--- src/rtl/store_rmw_controller.sv ---
// Store sequencer in front of a word-organised data memory: sw writes directly,
// sb/sh read the word, merge the new lane(s) and write it back.
module store_rmw_controller #(
  parameter int ADDR_W = 32,
  parameter int RD_LAT = 1
) (
  input  logic              Clk,
  input  logic              Rst,
  input  logic              Req,
  input  logic [1:0]        Size,
  input  logic [ADDR_W-1:0] Addr,
  input  logic [31:0]       WData,
  output logic              Busy,
  output logic              Done,
  output logic              Err,
  output logic [ADDR_W-3:0] MemAddr,
  output logic              MemRd,
  input  logic [31:0]       MemRData,
  output logic              MemWr,
  output logic [31:0]       MemWData,
  output logic [2:0]        o_dbg_state
);

  // Handshake: Req is sampled only while Busy=0 (IDLE); a sampled Req is the
  // accept. Busy stays high until the Done cycle has passed.

  typedef enum logic [2:0] {
    S_IDLE  = 3'd0,
    S_READ  = 3'd1,
    S_WAIT  = 3'd2,
    S_WRITE = 3'd3,
    S_DONE  = 3'd4
  } state_t;

  localparam logic [1:0] SZ_BYTE  = 2'b00;
  localparam logic [1:0] SZ_HALF  = 2'b01;
  localparam logic [1:0] SZ_WORD  = 2'b10;
  localparam logic [2:0] LAT_LOAD = 3'(RD_LAT);

  state_t            r_state;
  state_t            w_next;
  logic [1:0]        r_size;
  logic [1:0]        r_lane;
  logic [31:0]       r_wdata;
  logic              r_err;
  logic [2:0]        r_cnt;
  logic [ADDR_W-3:0] r_mem_addr;
  logic [31:0]       r_mem_wdata;

  logic              w_err;
  logic              w_accept;
  logic              w_wait_last;
  logic [31:0]       w_merged;

  assign w_err = (Size == 2'b11) ||
                 ((Size == SZ_HALF) && Addr[0]) ||
                 ((Size == SZ_WORD) && (Addr[1:0] != 2'b00));

  assign w_accept    = (r_state == S_IDLE) && Req;
  assign w_wait_last = (r_state == S_WAIT) && (r_cnt <= 3'd1);

  always_comb begin
    w_next = r_state;
    case (r_state)
      S_IDLE: begin
        if (Req) begin
          if (w_err)                w_next = S_DONE;
          else if (Size == SZ_WORD) w_next = S_WRITE;
          else                      w_next = S_READ;
        end
      end
      S_READ:  w_next = S_WAIT;
      S_WAIT:  if (w_wait_last) w_next = S_WRITE;
      S_WRITE: w_next = S_DONE;
      S_DONE:  w_next = S_IDLE;
      default: w_next = S_IDLE;
    endcase
  end

  // Little-endian lane merge; untouched lanes pass the read word through.
  always_comb begin
    w_merged = MemRData;
    case (r_size)
      SZ_BYTE: begin
        case (r_lane)
          2'd0:    w_merged[7:0]   = r_wdata[7:0];
          2'd1:    w_merged[15:8]  = r_wdata[7:0];
          2'd2:    w_merged[23:16] = r_wdata[7:0];
          default: w_merged[31:24] = r_wdata[7:0];
        endcase
      end
      SZ_HALF: begin
        if (r_lane[1]) w_merged[31:16] = r_wdata[15:0];
        else           w_merged[15:0]  = r_wdata[15:0];
      end
      default: w_merged = MemRData;
    endcase
  end

  always_ff @(posedge Clk or negedge Rst) begin
    if (!Rst) r_state <= S_IDLE;
    else      r_state <= w_next;
  end

  always_ff @(posedge Clk or negedge Rst) begin
    if (!Rst) begin
      r_size      <= 2'b00;
      r_lane      <= 2'b00;
      r_wdata     <= 32'd0;
      r_err       <= 1'b0;
      r_cnt       <= 3'd0;
      r_mem_addr  <= '0;
      r_mem_wdata <= 32'd0;
    end else begin
      if (w_accept) begin
        r_size     <= Size;
        r_lane     <= Addr[1:0];
        r_wdata    <= WData;
        r_err      <= w_err;
        r_mem_addr <= Addr[ADDR_W-1:2];
        if (!w_err && (Size == SZ_WORD)) r_mem_wdata <= WData;
      end
      if (r_state == S_READ) r_cnt <= LAT_LOAD;
      else if (r_state == S_WAIT) r_cnt <= r_cnt - 3'd1;
      if (w_wait_last) r_mem_wdata <= w_merged;
    end
  end

  assign Busy        = (r_state != S_IDLE);
  assign Done        = (r_state == S_DONE);
  assign Err         = (r_state == S_DONE) && r_err;
  assign MemRd       = (r_state == S_READ);
  assign MemWr       = (r_state == S_WRITE);
  assign MemAddr     = r_mem_addr;
  assign MemWData    = r_mem_wdata;
  assign o_dbg_state = r_state;

endmodule

--- config.mk ---
export PLATFORM = sky130hd
export DESIGN_NAME = store_rmw_controller
export DESIGN_NICKNAME = d
export VERILOG_FILES = /design/src/rtl/store_rmw_controller.sv
export SDC_FILE = /design/constraint.sdc
export NUM_CORES = 1
export LEC_CHECK = 0
export BUFFER_PORTS_ARGS = -buffer_cell sky130_fd_sc_hd__buf_2
export CORE_MARGIN = 2
export CORE_UTILIZATION = 53
export CTS_CLUSTER_DIAMETER = 30
export CTS_CLUSTER_SIZE = 16
export DETAILED_ROUTE_END_ITERATION = 10
export PLACE_DENSITY = 0.86
export SLEW_MARGIN = 15
export SYNTH_ARGS = -nofsm -noshare
export SYNTH_HDL_FRONTEND = slang
export SYNTH_SLANG_ARGS = --single-unit
--- constraint.sdc ---
create_clock -name Clk -period 4.4 [get_ports Clk]
set_input_delay 0.88 -clock Clk [delete_from_list [all_inputs] [get_ports Clk]]
set_output_delay 0.88 -clock Clk [all_outputs]
set_load 0.005 [all_outputs]
# After elaboration in Yosys (flattened, before gate mapping)

Cells that the tools add are included.
W data, S select, Z words.

Output and inout bits: 70
Bits in registers: 89
Bits of input ports: 101
Word-level logic and storage cells: 59

Equality and inequality tests: 12
Muxes and demuxes: 17
Reduce and logical (&&, ||, !) cells: 20
$add $sub $neg: 1
$lt $le $gt $ge: 1

Operators with widths:

| operator              | count |
|---|---|
| $mux W32              | 3 |
| $pmux W32 S2          | 1 |
| $mux W16              | 2 |
| $mux W8               | 4 |
| $mux W3               | 5 |
| $pmux W3 S4           | 1 |
| $reduce_bool A2 Y1    | 4 |
| $eq A2 B1 Y1 const B  | 3 |
| $eq A2 B2 Y1 const B  | 3 |
| $eq A3 B2 Y1 const B  | 2 |
| $logic_and A1 B1 Y1   | 6 |
| $logic_not A2 Y1      | 2 |
| $ne A2 B2 Y1 const B  | 2 |
| $reduce_and A2 Y1     | 2 |
| $eq A3 B1 Y1 const B  | 1 |
| $eq A3 B3 Y1 const B  | 1 |
| $le A3 B1 Y1 const B  | 1 |
| $logic_not A3 Y1      | 1 |
| $reduce_bool A3 Y1    | 1 |
| $reduce_or A3 Y1      | 1 |
| $sub A3 B1 Y3 const B | 1 |
| $logic_or A1 B1 Y1    | 2 |
| $mux W2               | 1 |
| $logic_not A1 Y1      | 1 |

# Depth between registers and ports, before layout

Gate-level depths: netlist of the first run.

Depth in word-level cells: 9
Gate-level depth with buffers: 7
Depth with buffers taken out: 5

# Worst setup path before layout of the first run

Ideal clock, no wire load.

Path type: input -> register
Start point: in Size[0]
End point: reg r_mem_wdata[16], in the netlist MemWData[16]
Path buffers: 2
Stages on the path: 6
Arrival: 2031 ps
Library setup time: 126 ps
Required time: 4274 ps
Setup slack: 2243 ps
Path through: nor3_1 -> and3_1 -> buf_2 -> nor2_2 -> buf_6 -> a221o_1

Cells in the longest elaborated chain, start to end: 8
Elaborated cells between the ends (all ways): 11
Classes of those cells: eq/ne (3); reduce/logical (8)

Ends and longest elaborated chain:

| item                                  | RTL line | text |
|---|---|---|
| start: declaration                    | 10       | `input logic [1:0] Size,` |
| $eq A2 B1 Y1                          | 56       | `((Size == SZ_HALF) && Addr[0]) \|\|` |
| $logic_and A1 B1 Y1                   | 56       |  |
| $logic_or A1 B1 Y1                    | 55       | `assign w_err = (Size == 2'b11) \|\|` |
| $logic_or A1 B1 Y1                    | 56       |  |
| $logic_not A1 Y1                      | 121      | `if (!w_err && (Size == SZ_WORD)) r_mem_wdata <= WData;` |
| $logic_and A1 B1 Y1 *                 | 121      |  |
| $reduce_bool A2 Y1 (no source line) * | n/a      |  |
| $reduce_and A2 Y1 (no source line) *  | n/a      |  |
| end signal: assignment                | 121      |  |
| end signal: assignment                | 125      | `if (w_wait_last) r_mem_wdata <= w_merged;` |
| end: declaration                      | 48       | `logic [31:0] r_mem_wdata;` |

Mark *: on every way between the ends. The rest lies on a longest branch, timed or not.
A chain may end at the register's enable or synchronous reset.

# Worst setup path after layout of the first run

Start point: reg r_state[0], in the netlist o_dbg_state[0]
End point: reg r_mem_wdata[3], in the netlist MemWData[3]

Cells in the longest elaborated chain, start to end: 4
Elaborated cells between the ends (all ways): 8
Classes of those cells: eq/ne (1); mux (1); reduce/logical (6)

Ends and longest elaborated chain:

| item                                             | RTL line | text |
|---|---|---|
| start: declaration                               | 40       | `state_t r_state;` |
| start signal: assignment                         | 102      | `else r_state <= w_next;` |
| $eq A3 B2 Y1 or $logic_not A3 Y1 (tied branches) | 60, 59   |  |
| $logic_and A1 B1 Y1, on equally long branches    | 60, 59   |  |
| $reduce_bool A2 Y1 (no source line)              | n/a      |  |
| $reduce_and A2 Y1 (no source line)               | n/a      |  |

Parallel ways exist; a longest one is shown, timed or not.

==> flow_metrics.tcl, run 1 <==
set metrics [dict create \
    hp-start "MemAddr[4]" \
    tightest_slew_ps 947 \
    design_area_sq_um 5510 \
    fmax_mhz 382 \
    cts_sinks 89 \
    hold_ws_ps 509 \
    drive_gt1_share_pct 43.3 \
    worst_setup_path_end_kind "flip-flop" \
    slew_headroom_pct 36.8 \
    setup_slack_ps 1780 \
    period_needed_ps 2620 \
    max-cap-violations 0 \
    finClkSkew_ps 19.3 \
    ys_ff_latch 89 \
    worstReg2RegStart "o_dbg_state[0]" \
    reg2reg_depth 5 \
    via_per_inst 6.02 \
    synth_edf_count 0 \
    antenna_left 0 \
    wl_per_cell_um 17.9 \
    stdcell_count 667 \
    numCtsBuffers 9 \
    grt_pass1_wl_mm 18.3 \
    clock_latency_ps 360 \
    hold_violations 0 \
    via_count 4013 \
    antenna_found_initial 1 \
    nNetsFinal 658 \
    crit_end "MemWData[3]" \
    fp.dieW_um 95.6 \
    synth_top_area_cell "dfrtp_1" \
    start_util_pct 54.4 \
    grt-ovfl-total 0 \
    area_delta_synth_final_pct 23.8 \
    power_density_nw_per_um2 717 \
    synth_fp_nets 507 \
    p_leak_nw 2.63 \
    core_sq_um 8180 \
    clk_path_buf_depth 2 \
    globalplace.congestion 0.843 \
    crit_path_start "o_dbg_state[0]" \
    cp_data_arrival_time_ps 2870 \
    start_kind "flip-flop" \
    drt_pass1_iterations 5 \
    ys.flop_type "dfrtp_1" \
    yosys_warnings 0 \
    grt_start_max_net_pins 90 \
    criticalPathCategory "reg2reg" \
    dpl_cell_area_sq_um 5320 \
    io_buffers 170 \
    syn-instance-count 405 \
    cts_resized 0 \
    die-area_sq_um 9140 \
    routed_wl_mm 12.0 \
    outcome "complete, no violations" \
    ys_seq_area_share_pct 50.1 \
    placementRows 33 \
    ff2ff_setup_slack_ps 1780 \
    num_io_pins 171 \
    synthArstFlopShare_pct 100 \
    dp_cells 650 \
    cts.htree.levels 3 \
    cts_tree "yes" \
    rsz0062_at_grt "false" \
    drc 0 \
    timing.rr.end "MemWData[3]" \
    crit_fanout 23 \
    ctsHoldBuffers 0 \
    dr.first_iter.drc_count 337 \
    fillers 641 \
    cp_data_required_time_ps 4650 \
    ir_drop_mv 0.375 \
    layout_commonest_cell "buf_2" \
    setup_tns_ps 0 \
    place_ws_ps 1460 \
    setup_viol 0 \
    netlist.area_leader.share_pct 50.1 \
    period_share_pct 59.5 \
    netlist_area_sq_um 4450 \
    yosys.cell_types.count 39 \
    dp_hpwl_mm 8.47 \
    cts_setup_buffers 0 \
    seq_area_sq_um 2230 \
    fp.dieH_um 95.6 \
    clkSlewWorstSetupHoldPaths_ps 90 \
    multiInputGateArea_sq_um 2020 \
    final_cell_mix "169 x buf_2, 89 x dfrtp_1, 50 x mux2_2, 28 x a221o_1, 23 x a21oi_1" \
    grt_usage_pct 26.1 \
    cts_root_buf "clkbuf_8" \
    yosys-top-cells-area "dfrtp_1 50%, mux2_2 13%, a221o_1 6.3%" \
    worstHoldPathType "reg2reg" \
    syn_avg_cell_area_sq_um 11.0 \
    final_max_slew_viol_count 0 \
    grt_pass1_vias 3769 \
]
## synth_stat cells, types with 4 or more instances
cell	number
a211oi_1	13
buf_2	12
mux2i_1	16
o21ai_0	19
dfrtp_1	89
o32ai_1	12
nor2_1	20
inv_1	17
a31oi_1	6
clkbuf_1	20
a21oi_1	23
nor2b_1	4
nor3_1	17
nand3_1	19
nand2_1	9
mux2_2	50
nand2b_1	5
a221o_1	28
## where the power goes
group / internal, W / total [W] / switching, W
registers: 0.00123 / 0.00165 / 0.000414
clock network: 0.000224 / 0.000526 / 0.000302
logic: 0.000926 / 0.00178 / 0.000851
total: 0.00238 / 0.00395 / 0.00157
## stage by stage
stage                     power [W]  util, %
final                       0.00395     67.4
after floorplan             0.00277        -
after global placement      0.00333     65.1
after CTS                   0.00394     67.3
after detailed placement    0.00342     65.1
after global routing        0.00423     67.3
## flip-flops by register name (all words and copies together) (netlist names)
signal / cells
MemWData: 32
r_cnt: 3
r_wdata: 16
o_dbg_state: 3
r_lane: 2
r_size: 2
MemAddr: 30
r_err: 1
## critical path, stage by stage, from the launching register on
cell and delay [ps]:
dfrtp_1 570, nor4b_4 300, buf_4 330, and3_1 630, nor2_2 290, a221o_1 360
## how the worst min path moves through the flow
stage,slack [ps],endpoint,depth (start not counted)
2_1_floorplan,470,r_err,1
3_3_place_gp,490,r_err,1
3_5_place_dp,490,r_err,1
4_1_cts,510,MemAddr[4],1
5_1_grt,530,MemAddr[4],1
6_report,510,MemAddr[4],1
## cell families (layout without fill, tap and decap cells)
group	after synthesis	in the layout	synth area share, %
DFF	89	89	50.1
muxes	66	66	16.3
AOI/OAI and AO/OA	110	110	18.2
adders and majority gates	1	1	0.281
buffers and inverters	51	207	4.81
other	0	1	0
and+or+nand+nor	88	88	10.4
## per-layer routing
metal  vias up  track usage, %  routed length, um  part of all wire, %
li1       1827               -                  -                    -
met1      1928            35.0               4940                   41
met2       232            40.4               5440                   45
met3        24            6.96               1320                   11
met4         2            10.0                247                  2.1
met5         -               0                 11                0.092
## layout make-up
class                      count  area share (%)
antenna                        1          0.0454
tap                          105            2.39
clock inverter                 5           0.704
timing repair buffer         174            16.1
multi-input combinational    265            36.6
sequential                    89            40.4
inverter                      17            1.16
clock buffer                  11            2.57
(Power assumes the default switching activity.)
==> inputs of run 2 (changes only) <==
--- a/config.mk
+++ b/config.mk
@@ -5,13 +5,14 @@
 export SDC_FILE = /design/constraint.sdc
 export NUM_CORES = 1
 export LEC_CHECK = 0
+export ABC_AREA = 1
 export BUFFER_PORTS_ARGS = -buffer_cell sky130_fd_sc_hd__buf_2
 export CORE_MARGIN = 2
-export CORE_UTILIZATION = 53
+export CORE_UTILIZATION = 50
 export CTS_CLUSTER_DIAMETER = 30
 export CTS_CLUSTER_SIZE = 16
 export DETAILED_ROUTE_END_ITERATION = 10
-export PLACE_DENSITY = 0.86
+export PLACE_DENSITY = 0.8
 export SLEW_MARGIN = 15
 export SYNTH_ARGS = -nofsm -noshare
 export SYNTH_HDL_FRONTEND = slang
==> constraint.sdc (replaced) <==
create_clock -name Clk -period 2.5 [get_ports Clk]
set_input_delay 0.5 -clock Clk [delete_from_list [all_inputs] [get_ports Clk]]
set_output_delay 0.5 -clock Clk [all_outputs]
set_load 0.005 [all_outputs]
==> flow_metrics.tcl, run 2 <==
set metrics [dict create \
    outcome "complete, no violations" \
    routed_wl_mm 13.5 \
    tightest_slew_ps 1010 \
    dp_hpwl_mm 10.1 \
    crit_family "simple AND/OR/NAND/NOR gates" \
    ys.flop_type "dfrtp_1" \
    fmax_mhz 504 \
    p_sw_w 0.00310 \
    wl_per_cell_um 13.6 \
    rsz0062_at_grt "false" \
    layout_commonest_cell "nand2_1" \
    grt_start_max_net_pins 49 \
    drt_pass1_iterations 5 \
    ir_drop_mv 0.527 \
    max-cap-violations 0 \
    grt_pass1_wl_mm 22.0 \
    placementRows 35 \
    antenna_left 0 \
    clock_latency_ps 360 \
    cts_resized 0 \
    synth_top_area_cell "dfrtp_1" \
    final_cell_mix "328 x nand2_1, 169 x buf_2, 89 x dfrtp_1, 68 x nand3_1, 66 x inv_1" \
    worstHoldPathType "in2async" \
    clk_path_buf_depth 2 \
    num_io_pins 171 \
    yosys.cell_types.count 25 \
    ff2ff_setup_slack_ps 520 \
    largest_reg_flops 32 \
    period_needed_ps 1980 \
    synth_most_common_cell "nand2_1" \
    worstPathBufferInverterCount 1 \
    intPower_w 0.00387 \
    drc 0 \
    synthTopCellsByCount "328 x nand2_1, 89 x dfrtp_1, 68 x nand3_1" \
    synth_edf_count 0 \
    fp.dieW_um 102 \
    multiInputGateArea_sq_um 2130 \
    dr.first_iter.drc_count 190 \
    ys_ff_latch 89 \
    reg2reg_depth 7 \
    final_max_slew_viol_count 0 \
    syn_avg_cell_area_sq_um 6.86 \
    period_share_pct 79.4 \
    start_util_pct 51.7 \
    die-area_sq_um 10300 \
    pwr-share-clk_pct 14.7 \
    setup_tns_ps 0 \
    via_count 4955 \
    sw_frac_of_total_pct 44.5 \
    final_util_pct 64.0 \
    nNetsFinal 958 \
    criticalPathCategory "reg2reg" \
    antenna_found_initial 0 \
    area_delta_synth_final_pct 23.8 \
    globalplace.congestion 0.942 \
    synthArstFlopShare_pct 100 \
    drive_gt1_share_pct 23.6 \
    timing.rr.end "MemWData[28]" \
    start_kind "flip-flop" \
    max_stage_delay_ps 870 \
    cts_setup_buffers 0 \
    cts_root_buf "clkbuf_8" \
    ctsHoldBuffers 0 \
    grt_pass1_vias 4810 \
    cp_cell_sequence "nor2_1, nand3_1, nand2_1, inv_1, nand2_1, nand2_1, nand2_1" \
    cts.htree.levels 3 \
    io_buffers 170 \
    via_per_inst 5.01 \
    cpMostUsedCell "nand2_1" \
    grt_usage_pct 27.0 \
    netlist.area_leader.share_pct 46.6 \
    wl_met2_mm 6.28 \
    yosys-top-cells-area "dfrtp_1 47%, nand2_1 26%, nand3_1 7.1%" \
    power_density_nw_per_um2 1180 \
    syn-instance-count 696 \
    fp.dieH_um 102 \
    yosys_warnings 0 \
    finClkSkew_ps 12.0 \
    met3_length_mm 1.15 \
    setup_viol 0 \
    numCtsBuffers 9 \
    slowest_stage "nor2_1" \
    crit_fanout 18 \
    fillers 843 \
    total_power_w 0.00697 \
    antenna_cells 0 \
    worstReg2RegStart "r_size[1]" \
    seq_power_share_pct 38.7 \
    slew_headroom_pct 32.4 \
    seq_area_sq_um 2230 \
    core_sq_um 9240 \
    cts_sinks 89 \
    maxUsedRoutingLayer "met4" \
    combPwrFrac_pct 46.7 \
    ys_seq_area_share_pct 46.6 \
    cp_data_required_time_ps 2800 \
    worst_setup_path_end_kind "flip-flop" \
    clkSlewWorstSetupHoldPaths_ps 90 \
    synth_fp_nets 798 \
    grt-ovfl-total 0 \
    cts_tree "yes" \
    p_leak_nw 3.50 \
    wl_met1_mm 5.66 \
    cp_data_arrival_time_ps 2280 \
    hold_violations 0 \
    netlist_area_sq_um 4780 \
]
run 2: cell types whose count changed after synthesis, sizes merged, moves of 11 or more:
| cell | change |
|---|---|
| a211oi | -13 |
| a21oi | -19 |
| a221o | -28 |
| clkbuf | -12 |
| inv | +52 |
| mux2 | -50 |
| mux2i | -16 |
| nand2 | +319 |
| nand3 | +51 |
| nor2 | +41 |
| nor3 | -16 |
| o211ai | +11 |
| o32ai | -12 |
run 2: metrics by stage:
step / cell area, sq um / setup WS (ps) / instances / hold slack, ps
after floorplan: 4780 / 1100 / 696 / 204
after global placement: 5710 / 604 / 974 / 457
after detailed placement: 5710 / 582 / 974 / 460
after CTS: 5910 / 564 / 990 / 138
after global routing: 5910 / 322 / 990 / 153
final: 5910 / 516 / 990 / 120
run 2: how the worst max path moves through the flow:
stage,from,endpoint,depth (start not counted)
final,r_size[1],MemWData[28],7
after floorplan,Addr[0],MemWData[16],8
after CTS,r_size[1],MemWData[31],7
after global placement,r_size[1],MemWData[28],7
after global routing,r_size[1],MemWData[28],7
after detailed placement,r_size[1],MemWData[31],7
run 2: cell families (layout without fill, tap and decap cells):
family / count (synthesis) / after routing / synth area share, %
buf+inv: 99 / 264 / 8.78
compound gates: 44 / 44 / 5.50
flops: 89 / 89 / 46.6
fa+ha+maj: 1 / 1 / 0.262
xor+xnor: 1 / 1 / 0.183
simple gates: 462 / 462 / 38.6
run 2: area by class of cell:
cell class | count | area share, %
clock buffers | 10 | 2.33
clock inverters | 6 | 1.10
inverters | 69 | 4.38
multi-input cells | 508 | 36.0
flip-flops and latches | 89 | 37.7
well taps | 129 | 2.73
repair buffers | 179 | 15.8
run 2: worst reg2reg max path: cells and delay by family (launching register included):
kind | cells | cell delay [ps]
simple gates | 6 | 1280
flops | 1 | 610
buf+inv | 1 | 40
run 2: per-layer routing:
| layer | global-route usage [%] | vias to the layer above |
|---|---|---|
| met4 | 10.6 | 0 |
| met1 | 34.7 | 2246 |
| met3 | 6.00 | 33 |
| met2 | 44.5 | 219 |
| li1 | - | 2457 |
| met5 | 0 | - |
run 2: power by group through the flow:
stage | registers (W) | logic [W] | clock network [W]
after floorplan | 0.00260 | 0.00210 | 0
final | 0.00270 | 0.00325 | 0.00102
after global routing | 0.00277 | 0.00373 | 0.00111
after global placement | 0.00267 | 0.00315 | 0
after CTS | 0.00269 | 0.00327 | 0.00104
after detailed placement | 0.00269 | 0.00327 | 0
==> inputs of run 3 (changes only) <==
--- a/config.mk
+++ b/config.mk
@@ -5,10 +5,10 @@
 export SDC_FILE = /design/constraint.sdc
 export NUM_CORES = 1
 export LEC_CHECK = 0
-export ABC_AREA = 1
+export ABC_AREA = 0
 export BUFFER_PORTS_ARGS = -buffer_cell sky130_fd_sc_hd__buf_2
 export CORE_MARGIN = 2
-export CORE_UTILIZATION = 50
+export CORE_UTILIZATION = 49
 export CTS_CLUSTER_DIAMETER = 30
 export CTS_CLUSTER_SIZE = 16
 export DETAILED_ROUTE_END_ITERATION = 10
==> constraint.sdc (replaced) <==
create_clock -name Clk -period 2 [get_ports Clk]
set_input_delay 0.4 -clock Clk [delete_from_list [all_inputs] [get_ports Clk]]
set_output_delay 0.4 -clock Clk [all_outputs]
set_load 0.005 [all_outputs]
==> flow_metrics.tcl, run 3 (same netlist as run 1, synthesis figures left out) <==
set metrics [dict create \
    period_share_pct 94.3 \
    drc 0 \
    fp.dieW_um 99.3 \
    routed_wl_mm 12.1 \
    clock_latency_ps 350 \
    worstReg2RegStart "o_dbg_state[2]" \
    combPwrFrac_pct 46.2 \
    antenna_left 0 \
    intPower_w 0.00572 \
    cts_root_buf "clkbuf_8" \
    slew_headroom_pct 47.8 \
    num_io_pins 171 \
    cts_tree "yes" \
    p_leak_nw 2.74 \
    multiInputGateArea_sq_um 2020 \
    power_density_nw_per_um2 1600 \
    tightest_slew_ps 780 \
    p_sw_w 0.00342 \
    numCtsBuffers 9 \
    grt_pass1_wl_mm 19.8 \
    cp_data_arrival_time_ps 1490 \
    final_cell_mix "169 x buf_2, 88 x dfrtp_1, 50 x mux2_2, 28 x a221o_1, 23 x a21oi_1" \
    core_sq_um 8760 \
    cts.htree.levels 3 \
    antenna_cells 0 \
    drive_gt1_share_pct 45.2 \
    seq_power_share_pct 38.0 \
    timing.rr.end "MemAddr[22]" \
    crit_fanout 8 \
    wl_per_cell_um 17.8 \
    design_area_sq_um 5700 \
    worstHoldPathType "in2async" \
    hold_violations 0 \
    period_needed_ps 1890 \
    dp_cells 668 \
    fillers 714 \
    reg2reg_depth 3 \
    rsz0062_at_grt "false" \
    ir_drop_mv 0.698 \
    die-area_sq_um 9860 \
    dp_hpwl_mm 8.98 \
    criticalPathCategory "reg2out" \
    nNetsFinal 673 \
    crit_path_start "o_dbg_state[2]" \
    drt_pass1_iterations 5 \
    setup_viol 0 \
    ff2ff_setup_slack_ps 200 \
    start_util_pct 50.8 \
    crit_end "Busy" \
    dr.first_iter.drc_count 216 \
    io_buffers 170 \
    grt_usage_pct 24.9 \
    start_kind "flip-flop" \
    seq_area_sq_um 2230 \
    pwr-share-clk_pct 15.9 \
    placementRows 34 \
    sw_frac_of_total_pct 37.4 \
    cts_sinks 89 \
    cp_data_required_time_ps 1600 \
    fmax_mhz 530 \
    grt_pass1_vias 3984 \
    fp.dieH_um 99.3 \
    layout_commonest_cell "buf_2" \
    worst_setup_path_end_kind "output port" \
    ctsHoldBuffers 0 \
    via_count 4007 \
    final_max_slew_viol_count 0 \
    stdcell_count 683 \
    hold_ws_ps 6.59 \
    clk_path_buf_depth 2 \
    antenna_found_initial 1 \
    outcome "complete, no violations" \
    dpl_cell_area_sq_um 5460 \
    setup_tns_ps 0 \
    area_delta_synth_final_pct 28.1 \
    max-cap-violations 0 \
    grt-ovfl-total 0 \
    largest_reg_flops 32 \
    grt_start_max_net_pins 41 \
    clkSlewWorstSetupHoldPaths_ps 100 \
    finClkSkew_ps 15.1 \
    globalplace.congestion 0.882 \
    via_per_inst 5.87 \
]
run 3: critical path, stage by stage, from the launching register on:
cell and delay [ps]:
dfrtp_2 470, buf_4 180, or3_1 360, buf_2 140
run 3: power groups by stage:
stage                     registers (W)  clock network (W)  logic (W)
final                           0.00347            0.00145    0.00422
after CTS                       0.00346            0.00148    0.00424
after detailed placement        0.00348                  0    0.00423
after floorplan                 0.00332                  0    0.00278
after global placement          0.00344                  0    0.00409
after global routing            0.00359            0.00156    0.00466
run 3: routing by layer:
layer	wire (um)	track usage (%)
met1	5230	34.0
met2	5500	39.7
met3	1120	5.55
met4	265	8.54
met5	11	0
run 3: worst min path at each step:
stage	start	endpoint	slack, ps	cells past startpoint
after floorplan	Rst	MemAddr[0]	100	0
after global placement	Rst	MemWData[12]	400	1
after detailed placement	Rst	MemWData[12]	410	1
after CTS	Rst	MemWData[12]	20	1
after global routing	Rst	MemWData[25]	40	1
final	Rst	MemWData[12]	7	1
run 3: cell type report:
cell class / count / share of cell area, %
clock buffers: 9 / 2.17
clock inverters: 6 / 1.89
inverters: 17 / 1.12
multi-input cells: 265 / 35.4
flip-flops and latches: 89 / 39.1
well taps: 108 / 2.37
repair buffers: 189 / 17.9
run 3: timing repair:
action                                  CTS  global route
endpoints found under the setup margin    0            15
buffers inserted                          0             0
gates resized for setup                   0             2
run 3: stage by stage:
stage / setup WS (ps) / utilization (%) / power [W]
global route: 24.2 / 65.0 / 0.00981
floorplan: 234 / - / 0.00610
detailed placement: 142 / 62.3 / 0.00771
global placement: 214 / 62.3 / 0.00753
CTS: 63.2 / 65.0 / 0.00919
finish: 114 / 65.0 / 0.00914
